--- src/rtl/adder_11_reg.sv ---
// ---------------------------------------------------------------------------
// adder_11_reg
//
// Purpose:
//   Registered 3-bit + 3-bit adder with carry-in, producing a 4-bit sum.
//   This is a leaf arithmetic slice of the larger adder datapath. Operand
//   and sum bits are exposed as scalar ports, MSB-first.
//
//     A = {pi6,pi5,pi4}, B = {pi3,pi2,pi1}, carry-in = pi0
//     S = {po3,po2,po1,po0} = A + B + pi0   (max 7+7+1 = 15, never overflows)
//
// Ports:
//   clk              in   single clock, rising-edge
//   rst              in   synchronous, active-high reset
//   in_valid         in   qualifies pi6..pi0 this cycle
//   pi6..pi4         in   operand A, MSB to LSB
//   pi3..pi1         in   operand B, MSB to LSB
//   pi0              in   carry-in
//   out_valid        out  one-cycle pulse per accepted input
//   po3..po0         out  sum S, MSB to LSB (holds last value when idle)
//
// Configuration macro:
//   ADDER_11_PIPE_EN  defined   -> extra register stage, 2-cycle latency
//                     undefined -> single stage, 1-cycle latency
//   Sum values and throughput (1 result/cycle) are identical in both modes.
// ---------------------------------------------------------------------------
module adder_11_reg (
  input  logic clk,
  input  logic rst,
  input  logic in_valid,
  input  logic pi6,
  input  logic pi5,
  input  logic pi4,
  input  logic pi3,
  input  logic pi2,
  input  logic pi1,
  input  logic pi0,
  output logic out_valid,
  output logic po3,
  output logic po2,
  output logic po1,
  output logic po0
);

  logic [2:0] w_a;
  logic [2:0] w_b;
  logic [3:0] w_sum;

  assign w_a   = {pi6, pi5, pi4};
  assign w_b   = {pi3, pi2, pi1};
  // Zero-extend every term to 4 bits so the carry lands in bit 3.
  assign w_sum = {1'b0, w_a} + {1'b0, w_b} + {3'b000, pi0};

  // Final (output) stage registers.
  logic [3:0] r_sum;
  logic       r_valid;

`ifdef ADDER_11_PIPE_EN
  // Capture stage: operands are summed and registered here, then moved to
  // the output stage one cycle later. Valid travels alongside the sum.
  logic [3:0] r_s1_sum;
  logic       r_s1_valid;

  always_ff @(posedge clk) begin
    if (rst) begin
      r_s1_sum   <= 4'b0000;
      r_s1_valid <= 1'b0;
    end else begin
      r_s1_valid <= in_valid;
      // Load only on valid so idle (possibly X) inputs never enter the pipe.
      if (in_valid) begin
        r_s1_sum <= w_sum;
      end
    end
  end

  always_ff @(posedge clk) begin
    if (rst) begin
      r_sum   <= 4'b0000;
      r_valid <= 1'b0;
    end else begin
      r_valid <= r_s1_valid;
      // Output holds its last value while the pipe carries a bubble.
      if (r_s1_valid) begin
        r_sum <= r_s1_sum;
      end
    end
  end
`else
  always_ff @(posedge clk) begin
    if (rst) begin
      r_sum   <= 4'b0000;
      r_valid <= 1'b0;
    end else begin
      r_valid <= in_valid;
      // Load only on valid: holds on idle and keeps idle inputs out.
      if (in_valid) begin
        r_sum <= w_sum;
      end
    end
  end
`endif

  assign out_valid = r_valid;
  assign po3       = r_sum[3];
  assign po2       = r_sum[2];
  assign po1       = r_sum[1];
  assign po0       = r_sum[0];

endmodule

--- config.mk ---
export PLATFORM = sky130hd
export DESIGN_NAME = adder_11_reg
export DESIGN_NICKNAME = d
export VERILOG_FILES = /design/src/rtl/adder_11_reg.sv
export SDC_FILE = /design/constraint.sdc
export NUM_CORES = 1
export LEC_CHECK = 0
export ABC_AREA = 0
export CAP_MARGIN = 10
export CORE_AREA = 2 2 39 41
export CTS_CLUSTER_SIZE = 20
export DETAILED_ROUTE_END_ITERATION = 16
export DIE_AREA = 0 0 41 43
export SKIP_CTS_REPAIR_TIMING = 1
export SKIP_LAST_GASP = 1
export SLEW_MARGIN = 10
export SYNTH_ARGS = -nofsm -noshare
export SYNTH_HDL_FRONTEND = slang
export SYNTH_SLANG_ARGS = --single-unit
--- constraint.sdc ---
create_clock -name clk -period 3 [get_ports clk]
set_input_delay 0.3 -clock clk [delete_from_list [all_inputs] [get_ports clk]]
set_output_delay 0.3 -clock clk [all_outputs]
set_load 0.005 [all_outputs]
Word-level counts from Yosys, hierarchy flattened --
Cells that the tools add are included.
Word-level totals: bits in registers 5, input bits 10, word-level logic and storage cells 4
Operators by class: add/subtract/negate cells 2
Operators by type and width (count):
- 3-bit by 3-bit adder with 4-bit output | 1
- 4-bit by 1-bit adder with 4-bit output | 1

Logic depth before layout (Yosys ltp) --
Gate-level depths: netlist of the first run.
word-level depth 2, gate-level depth with buffers 6, gate-level depth less buffers 6

Least setup slack after synthesis of the first run --
OpenSTA, ideal clock, no wires.
path kind in2reg, from in pi4, to reg r_sum[2], setup time 114 ps, data arrival time 1446 ps, required time 2886 ps, setup slack 1440 ps, stages on the path 6, path buffers 0, cells stage by stage inv_1 > fa_1 > fa_1 > xnor2_1 > mux2i_1 > nor2_1
Between the ends: longest elaborated chain between the ends 2
RTL lines:
- start, declared | RTL line 33 | input logic pi4,
- 3-bit by 3-bit adder with 4-bit output | RTL line 52 | assign w_sum = {1'b0, w_a} + {1'b0, w_b} + {3'b000, pi0};
- 4-bit by 1-bit adder with 4-bit output | RTL line 52
- end signal, assigned | RTL line 98 | r_sum <= w_sum;
- end, declared | RTL line 55 | logic [3:0] r_sum;
Every way passes these cells. A chain may end at the register's enable or synchronous reset.

Worst setup path in the final report of the first run --
Ends and elaborated chain as after synthesis.

==> results by stage, run 1 <==
STA:
- For the final routed database, the setup TNS stands at 0 ps.
- The number of pins with negative max-slew slack in the final report is 0.
- Setup violations remaining at the end of the flow were counted as 0.
- The worst slew margin relative to its limit is 0.820.
- The hold violation count in the final report is 0.
- Based on the critical path, the design can be clocked at up to 540 MHz.
- The post-route worst setup slack is roughly 1100 ps.
- The final cycle utilization of the critical path is 0.618.
- The clock period minus final worst setup slack is 1850 ps.
- Setup repair after global routing left no endpoint under its margin.
- At the pin with the least slew margin, the transition time is between 200 and 300 ps.
- The worst clock skew on the final layout is 0 ps.

Synth:
- The proportion of synthesized chip area in sequential cells is 0.370.
- Ranked by instance count, the synthesized netlist is headed by inv_1 (6), dfxtp_1 (5), nor2_1 (4).
- The most used flip-flop cell after synthesis is dfxtp_1.
- The post-synthesis compound-gate area fraction is 0.106.
- Of the total synthesized cell area, the portion taken by AND, OR, NAND and NOR gates is 0.102.
- The number of warnings issued by yosys is 0.
- The count of cell types in the netlist is 12.
- By area the synthesized netlist is led by dfxtp_1 (37%), fa_1 (15%), ha_1 (9.3%), inv_1 (8.3%), a211oi_1 (5.6%).
- The portion of synthesized area spent on multiplexers is 0.0370.
- The adder-cell share of the synthesized area is 0.241.
- The post-synth design cell area is 270 um^2.
- Yosys instantiated no cell more often than inv_1.
- The post-synthesis sequential element count is 5.
- The largest area contributor in the synthesized netlist is dfxtp_1.
- The post-synthesis area per instance is between 9 and 10 um^2.
- When the netlist entered floorplanning its net count stood at 42.
- Of the post-synthesis cell area, the dominant cell type holds 0.370.
- Of the total synthesized cell area, the portion taken by XOR and XNOR cells is 0.0324.
- After synthesis, the largest family of logic cells by area is adder cells.
- For this run, asynchronously set or reset flops after synthesis account for 0.
- Synthesis handed over a netlist of 28 instances.
- The number of enable flip-flop cells after synthesis is 0.

Route:
- After the first detailed-routing iteration, the DRC count stood at 3.
- The detailed-route wire length is 489 um.
- The routed via count is 237.
- The number of iterations in the first detailed-routing pass is 2.
- In the final routed layout, each cell accounts on average for ~8.0 um.
- The residual antenna-violating net count after detailed routing is 0.
- The remaining design rule violation count is 0.
- The vias per cell is 3.89.

Setup path:
- The worst setup path is captured at a flip-flop.
- The maximum single-stage delay on the critical path is 460 ps.
- The worst flop-to-flop path startpoint is r_sum[3].
- The worst register-to-register path ends at r_sum[3].
- For the worst setup path, the data arrival time is 1980 ps.
- The signal on the critical path passes through clkdlybuf4s50_1, inv_1, fa_1, fa_1, xnor2_1, mux2i_1, nor2_1.
- For this design, the slowest cell found on the critical path is clkdlybuf4s50_1.
- The number of cell instances on the worst register-to-register path is 2.
- The data required time of the worst path is 3130 ps.
- In this design, the critical path's most frequently occurring cell is fa_1.
- The worst setup path is of the primary input to flip-flop kind.
- The kind of start point of the critical path is a primary input.
- Setup slack on the worst reg-to-reg path comes out at around 2300 ps.
- The top fanout value on the critical path is 2.

Die:
- Pin placement for this block handled 15 I/O pins.
- The die is 43 um tall.
- The die is 41 um wide.
- The initial utilization of the core area, before any placement, comes to 0.195.
- The core area is between 1000 and 1500 um^2.
- After floorplanning, the core was divided into 14 placement rows.
- The floorplan die area is 1760 um^2.

Finish:
- 0 antenna diodes ended up in the layout.
- At the end of the flow, the number of nets in the layout was 60.
- Compared with the post-synthesis result, the final layout area differs by 66.2%.
- The share of post-route cells with drive strength above 1 is 0.0667.
- Across the whole layout, storage elements account for 100 um^2.
- The design area is 449 um^2.
- The core occupancy in the finished layout is 0.325.
- The number of filler instances in the final layout is 156.
- The area occupied by multi-input gates is approximately 140 um^2.

Hold path:
- The startpoint identified for the worst hold timing path is r_sum[0].
- The path class of the lowest-slack min-delay path is flip-flop to flip-flop.
- The hold path endpoint is r_sum[0].
- The worst hold path stage count is 2.

Clocking:
- The CTS sink count is 5.
- The buffer cell driving the clock tree root is clkbuf_4.
- No sink is reached through more buffers than the 2 on the longest clock path.
- Clock tree synthesis inserted a total of 3 buffers.
- The level count of the clock H-tree is 1.
- For the worst-skew pair, the clock arrives at the later sink with an insertion delay of 230 ps.
- The clock tree from TritonCTS is yes.
- The post-CTS clock slew at the launch and capture registers of the worst setup and hold paths is 50 ps.

Placed design:
- After detailed placement, the total cell area comes to 423 um^2.
- Buffers placed on the I/O ports in this run total 14.
- The final estimated routing congestion in global placement is 0.665.
- Before CTS, the worst setup slack after placement is 882 ps.
- The wire-length estimate of the detail-placed layout is 432 um.

Global route:
- The number of global-route vias before repair is approximately 240.
- The first-pass GRT wire length is 903 um.
- The largest net degree at the start of global routing is 9.
- The global router's overall resource usage is 0.0805.
- The number of antenna violations at the first check in global routing is 0.
- After global routing the overflow that remains totals 0.

Power and ir drop:
- Dividing total power by cell area gives a power density of 441 nW/um^2.
- The worst-case IR drop observed on VDD is 0.000115 V.
- The static leakage is 0.193 nW.

Job:
- Across the run, the number of max-cap violations was 0.

Run status:
- The run finished with clean final reports.
==> metal layers <==
metal	vias to the layer above	wire length, um	global-route usage	part of all wire
met5	-	0	0	0
met4	0	0	0.0800	0
met3	0	66	0.0366	0.13
met2	10	225	0.106	0.46
met1	104	197	0.0874	0.40
li1	123	-	-	-
==> critical path, delay by kind of cell <==
kind / cells / cell delay (ps)
adder cells (fa/ha/maj): 2 / 840
buffers and inverters: 2 / 510
XOR/XNOR: 1 / 140
multiplexers: 1 / 130
AND/OR/NAND/NOR: 1 / 50
==> cell type report <==
cell class,count,area share
inverter,6,0.0501
multi-input combinational,16,0.312
tap,16,0.0446
clock buffer,4,0.0585
timing repair buffer,14,0.312
sequential,5,0.223
==> cells in the final DEF, fill, tap and decap left out <==
| master | count |
|---|---|
| nor2b_1 | 2 |
| mux2i_1 | 1 |
| clkbuf_4 | 3 |
| ha_1 | 2 |
| xnor2_1 | 1 |
| clkbuf_1 | 1 |
| nor2_1 | 4 |
| dfxtp_1 | 5 |
| clkdlybuf4s50_1 | 14 |
| o21ai_1 | 1 |
| a311oi_1 | 1 |
| inv_1 | 6 |
| a211oi_1 | 2 |
| fa_1 | 2 |
==> report_power, final <==
part,switching (mW),internal [mW]
logic,0.0160,0.0299
registers,0.00249,0.0724
clock network,0.0270,0.0503
==> logic make-up after synthesis <==
kind of cell               after synthesis
and+or+nand+nor                          6
AOI/OAI and AO/OA                        4
adders and majority gates                4
buffers and inverters                    7
muxes                                    1
DFF                                      5
xor gates and xnor gates                 1
==> stage by stage <==
step | instances | power (mW) | hold WS [ps]
floorplan | 28 | 0.0968 | 372
global placement | 57 | 0.123 | 470
detailed placement | 57 | 0.123 | 468
CTS | 61 | 0.204 | 473
global route | 61 | 0.217 | 524
finish | 61 | 0.198 | 472
==> sequential cells by signal (all words and copies together), names as in the netlist <==
register,flops
out_valid,1
r_sum,4
==> how the worst max path moves through the flow <==
| stage | from | to | slack [ps] |
|---|---|---|---|
| after floorplan | pi4 | r_sum[2] | 1440 |
| final | pi4 | r_sum[2] | 1150 |
| after global routing | pi4 | r_sum[2] | 1090 |
| after CTS | pi4 | r_sum[2] | 1140 |
| after detailed placement | pi4 | r_sum[2] | 880 |
| after global placement | pi4 | r_sum[2] | 930 |
(Power assumes the default switching activity.)
==> inputs of run 2 (changes only) <==
Clock period 3 ns to 1.95 ns, I/O delays scaled along.
==> run 2 against run 1 <==
Net effect:
- clock skew did not move
- count of clock-buffer cells in the layout stayed put
- combinational power up 54%
- first-iteration DRC count is 67% lower
- sequential power up 54%
==> results by stage, run 2 (synthesis gave the netlist of run 1 again) <==
Global route:
- The largest net degree at the start of global routing is 9 (unchanged).
- The number of global-route vias before repair came to 263 (+9.1%).
- The global router's overall resource usage was 0.0838 (+0.00327).
- The number of antenna violations at the first check in global routing is 0 (unchanged).
- The total congestion overflow after global routing is 0 (unchanged).
- The first-pass GRT wire length was 986 um (+9.2%).

Finish:
- The flip-flop count of the largest register, all copies and words added came to 4 (unchanged).
- The number of filler instances in the final layout is 154 (-1.3%).
- More flip-flops sit in one register than any other, and that register is r_sum.
- The design area is 449 um^2 (unchanged).
- The share of post-route cells with drive strength above 1 is 0.0667 (unchanged).
- The count of placed standard cells in the final layout, fillers left out is 61 (unchanged).
- The relative area change from synthesis to final layout is 66.2% (unchanged).
- The top cell types in the final layout, fill and taps aside, are clkdlybuf4s50_1 (14), inv_1 (6), dfxtp_1 (5), nor2_1 (4), clkbuf_4 (3).
- The number of nets at the end of the flow came to 60 (unchanged).
- The most common cell after layout, fill and taps aside is clkdlybuf4s50_1.
- The total inserted antenna cells is 0 (unchanged).

STA:
- Of the available clock period, the critical path in the final layout requires 0.887.
- The slew of the pin with the lowest slew margin came to 263 ps (-6.35 ps).
- The count of endpoints failing setup in the final report is 0 (unchanged).
- The highest clock frequency the design can meet is 578 MHz.
- The post-route worst setup slack is 221 ps (-926 ps).
- The hold violation count in the final report was 0 (unchanged).
- Setup repair after global routing left no endpoint under its margin.
- The number of pins with negative max-slew slack in the final report is 0 (unchanged).
- The worst slew margin relative to its limit is 0.824 (+0.00425).
- The worst clock skew on the final layout is 0 ps (unchanged).
- The worst path in the final design needs a cycle of 1730 ps, including I/O delays and setup.
- The total negative slack came to 0 ps (unchanged).

Die:
- The overall die width was 41 um (unchanged).
- The effective utilization at floorplan is 0.195 (unchanged).
- The boundary pin count is 15 (unchanged).
- The y dimension of the die is 43 um (unchanged).
- The total number of placement rows came to 14 (unchanged).
- The core area was 1380 um^2 (unchanged).
- The floorplan die area is 1760 um^2 (unchanged).

Route:
- The detailed-route wire length is 498 um (+1.8%).
- The vias per cell came to 3.95 (+1.7%).
- The detail-routed net length per standard cell was 8.16 um (+1.8%).
- The remaining design rule violation count came to 0 (unchanged).
- The routed via count is 241 (+1.7%).
- The residual antenna-violating net count after detailed routing is 0 (unchanged).
- The number of iterations in the first detailed-routing pass is 2 (unchanged).
- The count of routing violations after the opening detailed-route iteration was 1 (-2).

Clocking:
- The post-CTS clock slew at the launch and capture registers of the worst setup and hold paths is 40 ps (about the same).
- TritonCTS built the clock tree.
- The clock buffer count from CTS was 3 (unchanged).
- The tree is rooted in a clkbuf_4.
- The CTS sink count is 5 (unchanged).
- The level count of the clock H-tree is 1 (unchanged).
- The maximum buffer depth of the clock tree is 2 (unchanged).
- The worst-skew pair later-pin latency was 240 ps (about the same).

Hold path:
- In this run the worst hold path is classified as flip-flop to flip-flop.

Setup path:
- The number of buffers and inverters on the critical path is 2 (unchanged).
- The data arrival time at the worst-slack endpoint is 1850 ps (-130 ps).
- The worst setup path is captured at a flip-flop.
- The data required time of the worst path is 2080 ps (-1050 ps).
- The worst setup path is of the primary input to flip-flop kind.
- STA classifies the critical path startpoint as a primary input.
- The library cell contributing the largest single delay on the critical path is clkdlybuf4s50_1.
- The critical path goes through clkdlybuf4s50_1, inv_1, fa_1, fa_1, xnor2_1, mux2i_1, nor2_1.
- The cell family contributing the most delay on the critical path is adder cells.
- The cell type with the highest occurrence count on the critical path is fa_1.
- The top fanout value on the critical path is 2 (unchanged).
- The maximum single-stage delay on the critical path is 460 ps (about the same).

Placed design:
- The final estimated routing congestion in global placement is 0.600 (-9.7%).
- The count of buffers from port buffering is 14 (unchanged).
- The pre-CTS setup slack is -47.6 ps (-929 ps).
- The cell count after placement was 57 (unchanged).
- The placed standard-cell area is 423 um^2 (unchanged).
- The estimated wirelength of the detail-placed design is 405 um (-6.1%).

Power and ir drop:
- The power after layout is 0.306 mW (+55%).
- The static leakage is 0.193 nW (unchanged).
- The maximum resistive drop on vdd was 0.000142 V (+23%).
- The power per unit of standard cell area is 682 nW/um^2 (+55%).

Run status:
- The run finished with clean final reports.

Job:
- The reported max-cap violation count is 0 (unchanged).
## run 2: cell counts in the layout (fill, tap and decap cells not counted)
Identical to the previous run, type by type.
## run 2: worst reg2reg max path: stages (launching register included)
cell and delay, ps:
dfxtp_1 320, nor2_1 50, a311oi_1 220
## run 2: through the flow
step,util,hold slack [ps]
2_1_floorplan,-,267
3_3_place_gp,0.306,469
3_5_place_dp,0.306,473
4_1_cts,0.325,479
5_1_grt,0.325,528
6_report,0.325,479
## run 2: final timing paths
kind | startpoint | to | slack, ps | depth (start not counted)
max | pi4 | r_sum[2] | 220 | 7
min | r_sum[0] | r_sum[0] | 480 | 2
max reg2reg | r_sum[3] | r_sum[3] | 1270 | 2
min reg2reg | r_sum[0] | r_sum[0] | 480 | 2
## run 2: final cells by class
cell class	count	area (um^2)	share of cell area
Timing Repair Buffer	14	140	0.312
Inverter	6	22.5	0.0501
Tap cell	16	20.0	0.0446
Multi-Input combinational cell	16	140	0.312
Clock buffer	4	26.3	0.0585
Sequential cell	5	100	0.223
## run 2: routing by layer
metal | wire, um | track usage | up-vias
met4 | 0 | 0.0800 | 0
met3 | 61 | 0.0209 | 0
met5 | 0 | 0 | -
met2 | 242 | 0.122 | 10
li1 | - | - | 123
met1 | 193 | 0.0915 | 108
## run 2: where the power goes
part / total [mW] / internal (mW) / switching, mW
registers: 0.115 / 0.111 / 0.00403
clock network: 0.120 / 0.0774 / 0.0425
logic: 0.0709 / 0.0463 / 0.0247
==> variant 1 (config.mk and constraints of run 2) <==
Register the outputs `po3`, `po2`, `po1` and `po0`, with the module's reset; this adds one clock of latency there. The other outputs are not delayed to match.
--- a/src/rtl/adder_11_reg.sv
+++ b/src/rtl/adder_11_reg.sv
@@ -104,6 +104,15 @@
   assign out_valid = r_valid;
-  assign po3       = r_sum[3];
-  assign po2       = r_sum[2];
-  assign po1       = r_sum[1];
-  assign po0       = r_sum[0];
+  always_ff @(posedge clk) begin
+    if (rst) begin
+      po3 <= '0;
+      po2 <= '0;
+      po1 <= '0;
+      po0 <= '0;
+    end else begin
+      po3 <= r_sum[3];
+      po2 <= r_sum[2];
+      po1 <= r_sum[1];
+      po0 <= r_sum[0];
+    end
+  end
 
Behaviour: not the same (a bounded check fails within 4 cycles, from zero or initial values and one cycle with rst high).
==> variant 1 against run 2 <==
Routed wire length rose by 12%. Maximum frequency rose by 0.45%. Sequential cell count rose by 4. Design area rose by 28%. Power rose by 33%. Worst setup slack improved by 0.0078 ns. Global-route usage rose by 1.0 points. Area after synthesis rose by 50%. Critical path type unchanged.
==> variant 1: results (changes against run 2) <==
Synthesis
  – Syn_nets: 52 (+24%)
  – Post-Synthesis Cells: 38 (+36%)
  – Post-synth top cells: dfxtp_1 (9), inv_1 (5), nor2_1 (3), nor2b_1 (3)
  – Top post-synthesis cells by area: dfxtp_1 (44%), fa_1 (9.9%), ha_1 (6.2%)
  – Post-synthesis mux area share: 2.47% (-1.2 points)
  – Cell variety after synth: 18 (+6)
  – Compound-Gate Fraction of Synth Area: 7.41% (-3.2 points)
  – Share of the yosys chip area belonging to registers: 44.4% (+7.4 points)
  – Post-synthesis adder-cell area fraction: 16.0% (-8.0 points)
  – Synth Area in XOR/XNOR: 2.16% (-1.1 points)

Final layout
  – Multi-input logic area: 184 um2 (+31%)
  – Multi-input gates: 21 (+5)
  – Nets: 69 (+15%)
  – Reg with most FFs: r_sum
  – # clk buffers: 4 (unchanged)
  – Seq area share: 31.4% (+9.2 points)
  – Fraction of layout cells with a size suffix above 1: 11.1% (+4.4 points)
  – Buffering overhead: 24.5% (-6.7 points)
  – Register Area: 180 um2 (+80%)
  – Max FFs per register: 4 (unchanged)
  – Clk cell area share: 4.59% (-1.3 points)
  – Number of fillers in the final layout: 135 (-12%)

Global routing
  – Initial antenna violation count: 0 (unchanged)
  – Largest net degree at the start of global routing: 11 (+2)
  – Number of global-route vias before repair: 279 (+6.1%)
  – First-pass GRT wire length: 1100 um (+11%)
  – Gr usage total: 9.38% (+1.0 points)

Routing
  – WL met2: 270 um (+12%)
  – Wire length per cell: 7.96 um (-2.5%)
  – Average via count per standard cell: 4.10 (+3.8%)
  – Top Metal Used: met4
  – Metal3 WL: 35 um (-43%)
  – Pre-antenna DRT Iters: 2 (unchanged)
  – Drt initial violations: 3 (+2)
  – Routed WL: 557 um (+12%)
  – Metal1 wirelength: 236 um (+22%)

Placed design
  – Detailed Place HPWL: 448 um (+11%)
  – DP Worst Slack: -0.0481 ns (-0.000497 ns)
  – Routability cong.: 0.651 (+8.4%)
  – Placed cell area: 547 um2 (+29%)
  – Placed Cells: 66 (+16%)

CTS
  – CTS HTree Levels: 1 (unchanged)
  – Clk sink count: 9 (+4)
  – Worst-path clk slew: 0.06 ns (+0.02 ns)

Timing
  – Worst-Margin Slew: 0.338 ns (+0.0753 ns)
  – Clk_skew: 0.00445 ns (+0.00445 ns)

Power
  – Sequential power share: 49.6% (+12 points)
  – Lkg Pwr: 0.000253 uW (+31%)
  – VDD IR max: 0.191 mV (+34%)
  – Sw Ratio: 21.0% (-2.3 points)
  – Design Power: 406 uW (+33%)

Critical path
  – CP max FO: 2 (unchanged)
  – Slowest cell on the critical path: clkdlybuf4s50_1

Run status
  – Status: finished, final reports clean
variant 1: changes by cell type in the layout (fill, tap and decap cells not counted):
cell	before	now
dfxtp_1	5	9
and2b_1	0	2
a311oi_1	1	0
a31oi_1	0	1
and2b_2	0	1
inv_1	6	5
inv_2	0	1
nand2_1	0	1
nor2_1	4	3
nor2b_1	2	3
nor3b_2	0	1
o2111ai_1	0	1
o21ai_1	1	0
variant 1: worst paths after layout:
path                                from  endpoint  slack, ns  cells past startpoint
worst min-delay path            r_sum[3]       po3       0.45                      1
worst max register to register  r_sum[3]  r_sum[3]       1.18                      3
worst min register to register  r_sum[3]       po3       0.45                      1
worst max-delay path                 pi4  r_sum[2]       0.23                      7
variant 1: layer usage:
metal / vias up / global-route usage (%)
li1: 151 / -
met4: 0 / 10.0
met5: - / 0
met1: 126 / 10.8
met3: 2 / 1.57
met2: 8 / 13.1
variant 1: worst register-to-register path, cell delays in order (launching register included):
cell and delay [ns]:
dfxtp_1 0.30, nor3b_2 0.14, a31oi_1 0.15, nand2_1 0.07
==> variant 2 (settings of run 2) <==
Without the edit above. Build with the macro `ADDER_11_PIPE_EN` defined.
--- a/src/rtl/adder_11_reg.sv
+++ b/src/rtl/adder_11_reg.sv
@@ -26,2 +26,4 @@
 // ---------------------------------------------------------------------------
+`define ADDER_11_PIPE_EN
+
 module adder_11_reg (
Behaviour: not the same (a bounded check fails within 4 cycles, from zero or initial values and one cycle with rst high).
==> variant 2 against run 2 <==
Via count rose by 31%. Power rose by 55%. Clock power rose by 50%. Sequential share of layout area rose by 10 points. Sequential cell count rose by 5. Worst setup slack got worse by 0.021 ns. Routed wire length rose by 30%. Hold slack improved by 0.0037 ns. Design area rose by 38%. Area after synthesis rose by 63%. Highest routed layer is now met4.
==> variant 2: results (changes against run 2) <==
Run status
  – Status: finished, final reports clean

Final layout
  – Biggest regs: r_s1_sum (4), r_sum (4)
  – Ant. Diodes: 0 (unchanged)
  – Nets: 74 (+23%)
  – Number of fillers in the final layout: 141 (-8.4%)
  – Fraction of layout cells with a size suffix above 1: 6.78% (+0.11 points)

Routing
  – Routed WL: 645 um (+30%)
  – Average via count per standard cell: 4.21 (+6.6%)
  – Drt initial violations: 3 (+2)
  – Wire length per cell: 8.60 um (+5.3%)
  – Pre-antenna DRT Iters: 2 (unchanged)

Placed design
  – Placed Cells: 71 (+25%)
  – Routability cong.: 0.625 (+4.2%)
  – Buffers on Ports: 14 (unchanged)
  – Placed cell area: 584 um2 (+38%)
  – Detailed Place HPWL: 526 um (+30%)

Global routing
  – Met2 Resource Use GR: 13.4% (+1.2 points)
  – First-pass GRT wire length: 1100 um (+12%)
  – Number of global-route vias before repair: 290 (+10%)
  – Met1 Use GR: 11.0% (+1.9 points)
  – Grt met3 use: 1.57% (-0.52 points)
  – Initial antenna violation count: 0 (unchanged)
  – Largest net degree at the start of global routing: 11 (+2)
  – Gr usage total: 9.57% (+1.2 points)

Synthesis
  – Syn_nets: 58 (+38%)
  – Most common flop cell mapped by yosys: dfxtp_1
  – Cell variety after synth: 13 (+1)
  – Share of the yosys chip area belonging to registers: 45.3% (+8.3 points)
  – Ys async rst share: 0% (unchanged)
  – Yosys Warn Count: 0 (unchanged)
  – Post-Synthesis Cells: 44 (+57%)
  – Top post-synthesis cells by area: dfxtp_1 (45%), mux2i_1 (11%), fa_1 (9.1%)
  – Post-synth top cells: dfxtp_1 (10), nor2_1 (8), inv_1 (6), mux2i_1 (5), nor2b_1 (3)

CTS
  – Worst-path clk slew: 0.06 ns (+0.02 ns)
  – Maximum clock path buffer count: 2 (unchanged)
  – Clock Latency Late Sink: 0.26 ns (+0.02 ns)
  – TritonCTS Buffers: 3 (unchanged)
  – Root buf cell: clkbuf_4
  – CTS HTree Levels: 1 (unchanged)

Critical path
  – Max stage delay on crit path: between 0.4 and 0.5 ns
  – CP top delay family: adder cells
  – Slowest cell on the critical path: fa_1
  – CP max FO: 2 (unchanged)
  – Arr. time, crit path: 1.89 ns (+0.04 ns)

Power
  – Lkg Pwr: 0.000262 uW (+36%)
  – VDD IR max: 0.248 mV (+75%)

Timing
  – Slew margin rel.: 77.6% (-4.8 points)
  – Clk_skew: 0.00454 ns (+0.00454 ns)

Min path
  – Worst min-delay path class: reg2reg

Floorplan
  – Chip width: 41 um (unchanged)
  – Number of core rows: 14 (unchanged)
-- variant 2: routing by layer --
layer | routed length (um) | share of wire (%) | up-vias
met2 | 288 | 45 | 12
met1 | 288 | 45 | 134
li1 | - | - | 168
met5 | 0 | 0 | -
met4 | 12 | 1.9 | 0
met3 | 56 | 8.7 | 2
-- variant 2: tightest hold or removal path: cells and delay by family, from the launching register on --
kind | cells | cell delay, ns
flip-flops | 1 | 0.31
AND/OR/NAND/NOR | 1 | 0.08
AO/OA/AOI/OAI | 1 | 0.05
-- variant 2: final timing paths --
path            endpoint  cells after the start  slack, ns         from
max          r_s1_sum[2]                      7       0.20          pi4
min reg2reg  r_s1_sum[0]                      2       0.48  r_s1_sum[0]
min          r_s1_sum[0]                      2       0.48  r_s1_sum[0]
max reg2reg     r_sum[0]                      2       1.11   r_s1_valid
-- variant 2: stage by stage --
| stage | worst slack [ns] | TNS, ns |
|---|---|---|
| global placement | -0.0446 | -0.0446 |
| global route | 0.127 | 0 |
| floorplan | 0.492 | 0 |
| finish | 0.199 | 0 |
| detailed placement | -0.0809 | -0.0809 |
| CTS | 0.189 | 0 |
-- variant 2: logic make-up after synthesis --
| family | synth area share, % |
|---|---|
| flops | 45.3 |
| xor+xnor | 1.98 |
| compound gates | 6.51 |
| buf+inv | 9.07 |
| fa+ha+maj | 14.7 |
| mux | 11.3 |
| simple gates | 11.0 |
-- variant 2: cell type report --
class,count,area [um2],share of cell area (%)
tap,16,20.0,3.23
inverter,6,22.5,3.63
sequential,10,200,32.3
timing repair buffer,14,140,22.6
clock buffer,4,36.3,5.85
multi-input combinational,25,201,32.5
-- variant 2: power by group --
group	total, uW	switching, uW	internal, uW
Clock	180	67.3	113
Sequential	224	7.52	217
Combinational	69.3	26.2	43.0
